File: config.mk
export PLATFORM = sky130hd
export DESIGN_NAME = tri_setup_ctrl
export DESIGN_NICKNAME = d
export VERILOG_FILES = /design/src/rtl/tri_setup_ctrl.sv
export SDC_FILE = /design/constraint.sdc
export NUM_CORES = 1
export LEC_CHECK = 0
export ABC_AREA = 1
export CAP_MARGIN = 5
export CORE_UTILIZATION = 40
export CTS_BUF_LIST = sky130_fd_sc_hd__clkbuf_8
export DETAILED_ROUTE_END_ITERATION = 8
export HOLD_SLACK_MARGIN = 0.1
export PLACE_DENSITY = 0.69
export SYNTH_ARGS = -nofsm -noshare
export SYNTH_HDL_FRONTEND = slang
export SYNTH_SLANG_ARGS = --single-unit
File: constraint.sdc
create_clock -name clock -period 9.4 [get_ports clock]
set_input_delay 1.88 -clock clock [delete_from_list [all_inputs] [get_ports clock]]
set_output_delay 1.88 -clock clock [all_outputs]
set_load 0.05 [all_outputs]
File: src/rtl/tri_setup_ctrl.sv
// Triangle setup sequencer: requests the three edge equations from an external
// edge unit over a valid handshake, then reduces the c terms into a signed area.
`timescale 1ns/1ps
module tri_setup_ctrl #(
    parameter int W  = 18,
    parameter int AW = 20
) (
    input  logic            clock,
    input  logic            reset,
    input  logic            start,
    input  logic [9:0]      x0,
    input  logic [9:0]      y0,
    input  logic [9:0]      x1,
    input  logic [9:0]      y1,
    input  logic [9:0]      x2,
    input  logic [9:0]      y2,
    output logic            busy,
    output logic            done,
    output logic [3*W-1:0]  eq0,
    output logic [3*W-1:0]  eq1,
    output logic [3*W-1:0]  eq2,
    output logic [AW-1:0]   area,
    output logic            degenerate,
    output logic            backface,
    output logic            ee_trigger,
    output logic [9:0]      ee_x1,
    output logic [9:0]      ee_y1,
    output logic [9:0]      ee_x2,
    output logic [9:0]      ee_y2,
    input  logic            ee_valid,
    input  logic [W-1:0]    ee_a,
    input  logic [W-1:0]    ee_b,
    input  logic [W-1:0]    ee_c
);
    // state  | meaning
    // IDLE   | waiting for start
    // ISSUE  | edge k coordinates presented, trigger when the unit is ready
    // SETTLE | one cycle for the unit to drop ee_valid after the trigger
    // WAIT   | waiting for the edge k result
    // FINISH | all three edges captured, register the area sum
    typedef enum logic [2:0] {IDLE, ISSUE, SETTLE, WAIT, FINISH} state_t;

    state_t state, state_nxt;
    logic [1:0] k;
    logic [9:0] lx0, ly0, lx1, ly1, lx2, ly2;
    logic signed [AW-1:0] c0_ext, c1_ext, c2_ext, area_sum;

    always_ff @(posedge clock or posedge reset) begin
        if (reset) state <= IDLE;
        else       state <= state_nxt;
    end

    always_comb begin
        state_nxt = state;
        case (state)
            IDLE:    if (start) state_nxt = ISSUE;
            ISSUE:   if (ee_valid) state_nxt = SETTLE;
            SETTLE:  state_nxt = WAIT;
            WAIT:    if (ee_valid) state_nxt = (k == 2'd2) ? FINISH : ISSUE;
            FINISH:  state_nxt = IDLE;
            default: state_nxt = IDLE;
        endcase
    end

    always_comb begin
        busy       = (state != IDLE);
        ee_trigger = (state == ISSUE) && ee_valid;
        ee_x1 = lx0;
        ee_y1 = ly0;
        ee_x2 = lx1;
        ee_y2 = ly1;
        case (k)
            2'd1: begin
                ee_x1 = lx1; ee_y1 = ly1; ee_x2 = lx2; ee_y2 = ly2;
            end
            2'd2: begin
                ee_x1 = lx2; ee_y1 = ly2; ee_x2 = lx0; ee_y2 = ly0;
            end
            default: ;
        endcase
    end

    // c sits in the low W bits of each packed {a,b,c}
    assign c0_ext   = AW'($signed(eq0[W-1:0]));
    assign c1_ext   = AW'($signed(eq1[W-1:0]));
    assign c2_ext   = AW'($signed(eq2[W-1:0]));
    assign area_sum = c0_ext + c1_ext + c2_ext;

    always_ff @(posedge clock or posedge reset) begin
        if (reset) begin
            k          <= 2'd0;
            lx0        <= '0;
            ly0        <= '0;
            lx1        <= '0;
            ly1        <= '0;
            lx2        <= '0;
            ly2        <= '0;
            eq0        <= '0;
            eq1        <= '0;
            eq2        <= '0;
            area       <= '0;
            degenerate <= 1'b0;
            backface   <= 1'b0;
            done       <= 1'b0;
        end else begin
            done <= (state == FINISH);
            if (state == IDLE && start) begin
                k   <= 2'd0;
                lx0 <= x0;
                ly0 <= y0;
                lx1 <= x1;
                ly1 <= y1;
                lx2 <= x2;
                ly2 <= y2;
            end
            if (state == WAIT && ee_valid) begin
                case (k)
                    2'd0:    eq0 <= {ee_a, ee_b, ee_c};
                    2'd1:    eq1 <= {ee_a, ee_b, ee_c};
                    default: eq2 <= {ee_a, ee_b, ee_c};
                endcase
                if (k != 2'd2) k <= k + 2'd1;
            end
            if (state == FINISH) begin
                area       <= area_sum;
                degenerate <= (area_sum == '0);
                backface   <= area_sum[AW-1];
            end
        end
    end
endmodule

======== Word-level counts from Yosys, hierarchy flattened ========
Index checks and enable logic that the tools add are counted.
word-level totals
  register bits after elaboration ......... 250
  output and inout bits ................... 227
  input port bits ......................... 118
  word-level logic and storage cells ...... 53
operators by class
  add/subtract/negate cells ............... 3
  mux-type cells .......................... 12
  reduce and logical (&&, ||, !) cells .... 12
  bitwise logic cells ..................... 1
  eq/ne operators ......................... 10
operators by type and width
  cell                   number
  $pmux W10 S2           4
  $add A19 B18 Y20       1
  $logic_not A20 Y1      1
  $add A18 B18 Y19       1
  $mux W3                4
  $pmux W3 S4            1
  $ne A2 B2 Y1 const B   4
  $eq A3 B2 Y1 const B   2
  $mux W2                3
  $reduce_and A2 Y1      3
  $eq A3 B1 Y1 const B   1
  $eq A3 B3 Y1 const B   1
  $logic_and A1 B1 Y1    3
  $logic_not A3 Y1       1
  $reduce_and A3 Y1      1
  $reduce_bool A3 Y1     1
  $add A2 B1 Y2 const B  1
  $eq A2 B1 Y1 const B   1
  $eq A2 B2 Y1 const B   1
  $logic_not A2 Y1       1
  $reduce_or A2 Y1       1
  $not A1 Y1             1

======== Longest topological paths before layout ========
  depth after elaboration ................. 5
  mapped depth ............................ 17
  mapped depth without buffers ............ 17

======== Worst setup path before layout ========
No wires, ideal clock.
  kind .................................... input to output
  start point ............................. in ee_valid
  end point ............................... out ee_trigger
  data required time ...................... 7.520 ns
  cell stages on the path ................. 2
  arrival time ............................ 3.445 ns
  slack ................................... 4.075 ns
  path through ............................ inv_1 > nor4_1
between the ends
  cells in the longest elaborated chain, start to end .. 1
ends and longest elaborated chain
  item                 line  RTL
  from (decl)          30    input logic ee_valid,
  $logic_and A1 B1 Y1  67    ee_trigger = (state == ISSUE) && ee_valid;
  to (decl)            25    output logic ee_trigger,
Every way passes these cells.

======== Final worst setup path ========
  start point ............................. reg k[0]
  end point ............................... out ee_x2[9]
between the ends
  cells in the longest elaborated chain, start to end .. 2
  elaborated cells between the ends (all ways) .. 3
  classes of those cells .................. eq/ne: 2; mux: 1
ends and longest elaborated chain
  item                                          line  RTL
  from (decl)                                   44    logic [1:0] k;
  from (signal assigned)                        122   if (k != 2'd2) k <= k + 2'd1;
  $eq A2 B2 Y1 or $eq A2 B1 Y1 (tied branches)  72    case (k)
  $pmux W10 S2 *                                72
  to (decl)                                     28    output logic [9:0] ee_x2,
Mark *: on every way between the ends. The rest lies on a longest branch, timed or not.

==> flow_metrics.tcl <==
set metrics [dict create \
    first_pass_iters 5 \
    grt_pass1_wl_mm 50.8 \
    syn_nets 1514 \
    grt-ovfl-total 0 \
    cp_slowest_cell "clkinv_1" \
    fin_util_pct 57.2 \
    path_max_fanout 42 \
    synth_area_mm2 0.0116 \
    tightest_slew_ns 1.24 \
    place_hpwl_mm 23.0 \
    yosys.area.top_type "dfrtp_1" \
    max_stage_delay_ns 0.87 \
    cp_cell_sequence "inv_1 -> ha_1 -> clkinv_1 -> o22ai_1 -> nand2_1 -> o21ai_0 -> clkdlybuf4s50_1" \
    yosys-top-cells-area "dfrtp_1 54%, nand2_1 11%, o21ai_0 7.3%" \
    cp_top_family "buffers and inverters" \
    worstSetupEndpointType "primary output" \
    startpoint "k[0]$_DFF_PP0_" \
    regArea_mm2 0.00623 \
    grt_antenna_before_repair 0 \
    ctsHoldBuffers 0 \
    drc_errors 0 \
    cts_tree "done" \
    final_nets 1842 \
    hold_viol 0 \
    min-delay-start "area[6]$_DFFE_PP0P_" \
    layout_common_cells "344 x clkdlybuf4s50_1, 339 x nand2_1, 249 x dfrtp_1" \
    dieWidth_um 172 \
    cts.repair.resized 0 \
    fin_area_mm2 0.0161 \
    async_flop_share_pct 100 \
    routed-wl-met3_mm 2.16 \
    finalSetupTns_ns 0 \
    dieHeight_um 172 \
    ios 345 \
    groute.usage.overall_pct 21.8 \
    ys_seq_elements 249 \
    synth_top_area_share_pct 53.8 \
    coreArea_mm2 0.0282 \
    clk_pin_slew_ns 0.06 \
    synth_flop_cell "dfrtp_1" \
    die_area_mm2 0.0296 \
    setup_viol 0 \
    status "completed" \
    synth_cell_types 34 \
    cap_violations 0 \
    layout_commonest_cell "clkdlybuf4s50_1" \
    syn2layout_area_growth_pct 39.1 \
    vias 10100 \
    wl_met1_mm 13.4 \
    start_util_pct 41.1 \
    finalCritPeriodShare_pct 58.6 \
    crit_required_ns 7.52 \
    dpl-instance-area_mm2 0.0153 \
    maxSlewHeadroom_pct 17.2 \
    rsz0062_at_grt "no" \
    synthCells 1356 \
    cp-start-kind "register" \
    worstHoldPathType "reg -> reg" \
    finalMaxSlewViolations 0 \
    cts_max_path_buffers 3 \
    drive_gt1_share_pct 4.61 \
    synth.yosys.seq_area_share_pct 53.8 \
    finalCriticalPeriod_ns 5.51 \
    synth_warnings 0 \
    place.port_buffers 344 \
    ant_nets 0 \
    multi_input_area_mm2 0.00442 \
    rows 61 \
    fillers 2552 \
    path_buf_inv 3 \
    r2r_start "eq0[1]$_DFFE_PP0P_" \
    first_global_vias 9772 \
    gp_congestion 0.899 \
    clk_latency_ns 0.54 \
    drt-total-wl_mm 32.0 \
    post-cts-setup-buffer-count 0 \
    post_drt_wl_per_cell_um 15.3 \
    viasPerCell 4.83 \
    cts-root-buf "clkbuf_8" \
    numCtsBuffers 43 \
    grt_max_degree 110 \
    top_layer "met4" \
    cts_sinks 249 \
    cp.arrival_ns 3.63 \
    path_class "reg -> out" \
    whs_ns 0.481 \
    dr.first_iter.drc_count 546 \
    synth_edf_count 0 \
    max_freq_ghz 0.181 \
    worst_clock_skew_ns 0.0242 \
    routed-wl-met2_mm 15.0 \
    htree_levels 2 \
    syn-mean-instance-area_um2 8.54 \
]
-- cell families (layout without fill, tap and decap cells) --
logic type / Yosys count / in the layout / synth area share [%]
AND/OR/NAND/NOR: 482 / 482 / 16.8
buffers and inverters: 239 / 598 / 8.18
adder cells (fa/ha/maj): 40 / 40 / 5.55
flip-flops: 249 / 249 / 53.8
other: 0 / 2 / 0
AO/OA/AOI/OAI: 342 / 342 / 15.3
XOR/XNOR: 4 / 4 / 0.303
-- worst register-to-register path, stage by stage (launching register included) --
cell and delay [ns]:
dfrtp_1 0.42, fa_1 0.56, ha_1 0.23, inv_1 0.07
fa_1 0.39, inv_1 0.10, nand3_1 0.08, nand2_2 0.13
nand2_1 0.09, nand2_1 0.10, nand2_1 0.06, nand2_1 0.10
nand2_1 0.07, nor2_2 0.07, nand3_1 0.08, nor2_1 0.09
nand3_1 0.08, nand2_1 0.07
-- cells in the mapped netlist (all sizes together), types with 3 or more instances --
cell type,count
nand3,25
o21ai,219
nor3,6
clkbuf,48
o22ai,41
dfrtp,249
ha,21
fa,19
a31oi,6
inv,171
buf,19
nand3b,6
nor2,92
xor2,3
a21oi,75
nand4,4
nand2,346
-- routing by layer --
| metal | vias to the layer above | GRT usage [%] |
|---|---|---|
| li1 | 5011 | - |
| met1 | 4691 | 27.4 |
| met2 | 319 | 35.0 |
| met3 | 96 | 5.86 |
| met4 | 0 | 9.97 |
| met5 | - | 0 |
-- final timing paths --
path	endpoint	slack, ns	cells after the start
max	ee_x2[9]	3.89	7
min	area[6]$_DFFE_PP0P_	0.48	2
max reg2reg	degenerate$_DFFE_PP0P_	6.56	17
min reg2reg	area[6]$_DFFE_PP0P_	0.48	2
max in group asynchronous	eq2[51]$_DFFE_PP0P_	6.02	3
min in group asynchronous	lx2[2]$_DFFE_PP0P_	1.88	2
-- registers in the layout, indices dropped and copies added (netlist names) --
signal	cells
ly0	10
area	20
degenerate	1
eq1	54
lx1	10
lx2	10
eq2	54
done	1
ly1	10
ly2	10
eq0	54
state	3
k	2
lx0	10
-- layout make-up --
class                           instances  area share [%]
Clock inverter                         23           0.714
Clock buffer                           53            4.53
Multi-Input combinational cell        868            27.4
Timing Repair Buffer                  350            21.6
Tap cell                              378            2.94
Sequential cell                       249            38.7
Inverter                              172            4.05
Antenna cell                            2          0.0311
-- metrics by stage --
step,setup WS (ns),std cells
after floorplan,0.677,1356
after global placement,3.96,2017
after detailed placement,3.96,2017
after CTS,3.84,2093
after global routing,3.59,2093
final,3.89,2095
Power is left out: the tool's default activity adds up to more than one toggle a clock period on the data nets, which glitch-free logic cannot reach.
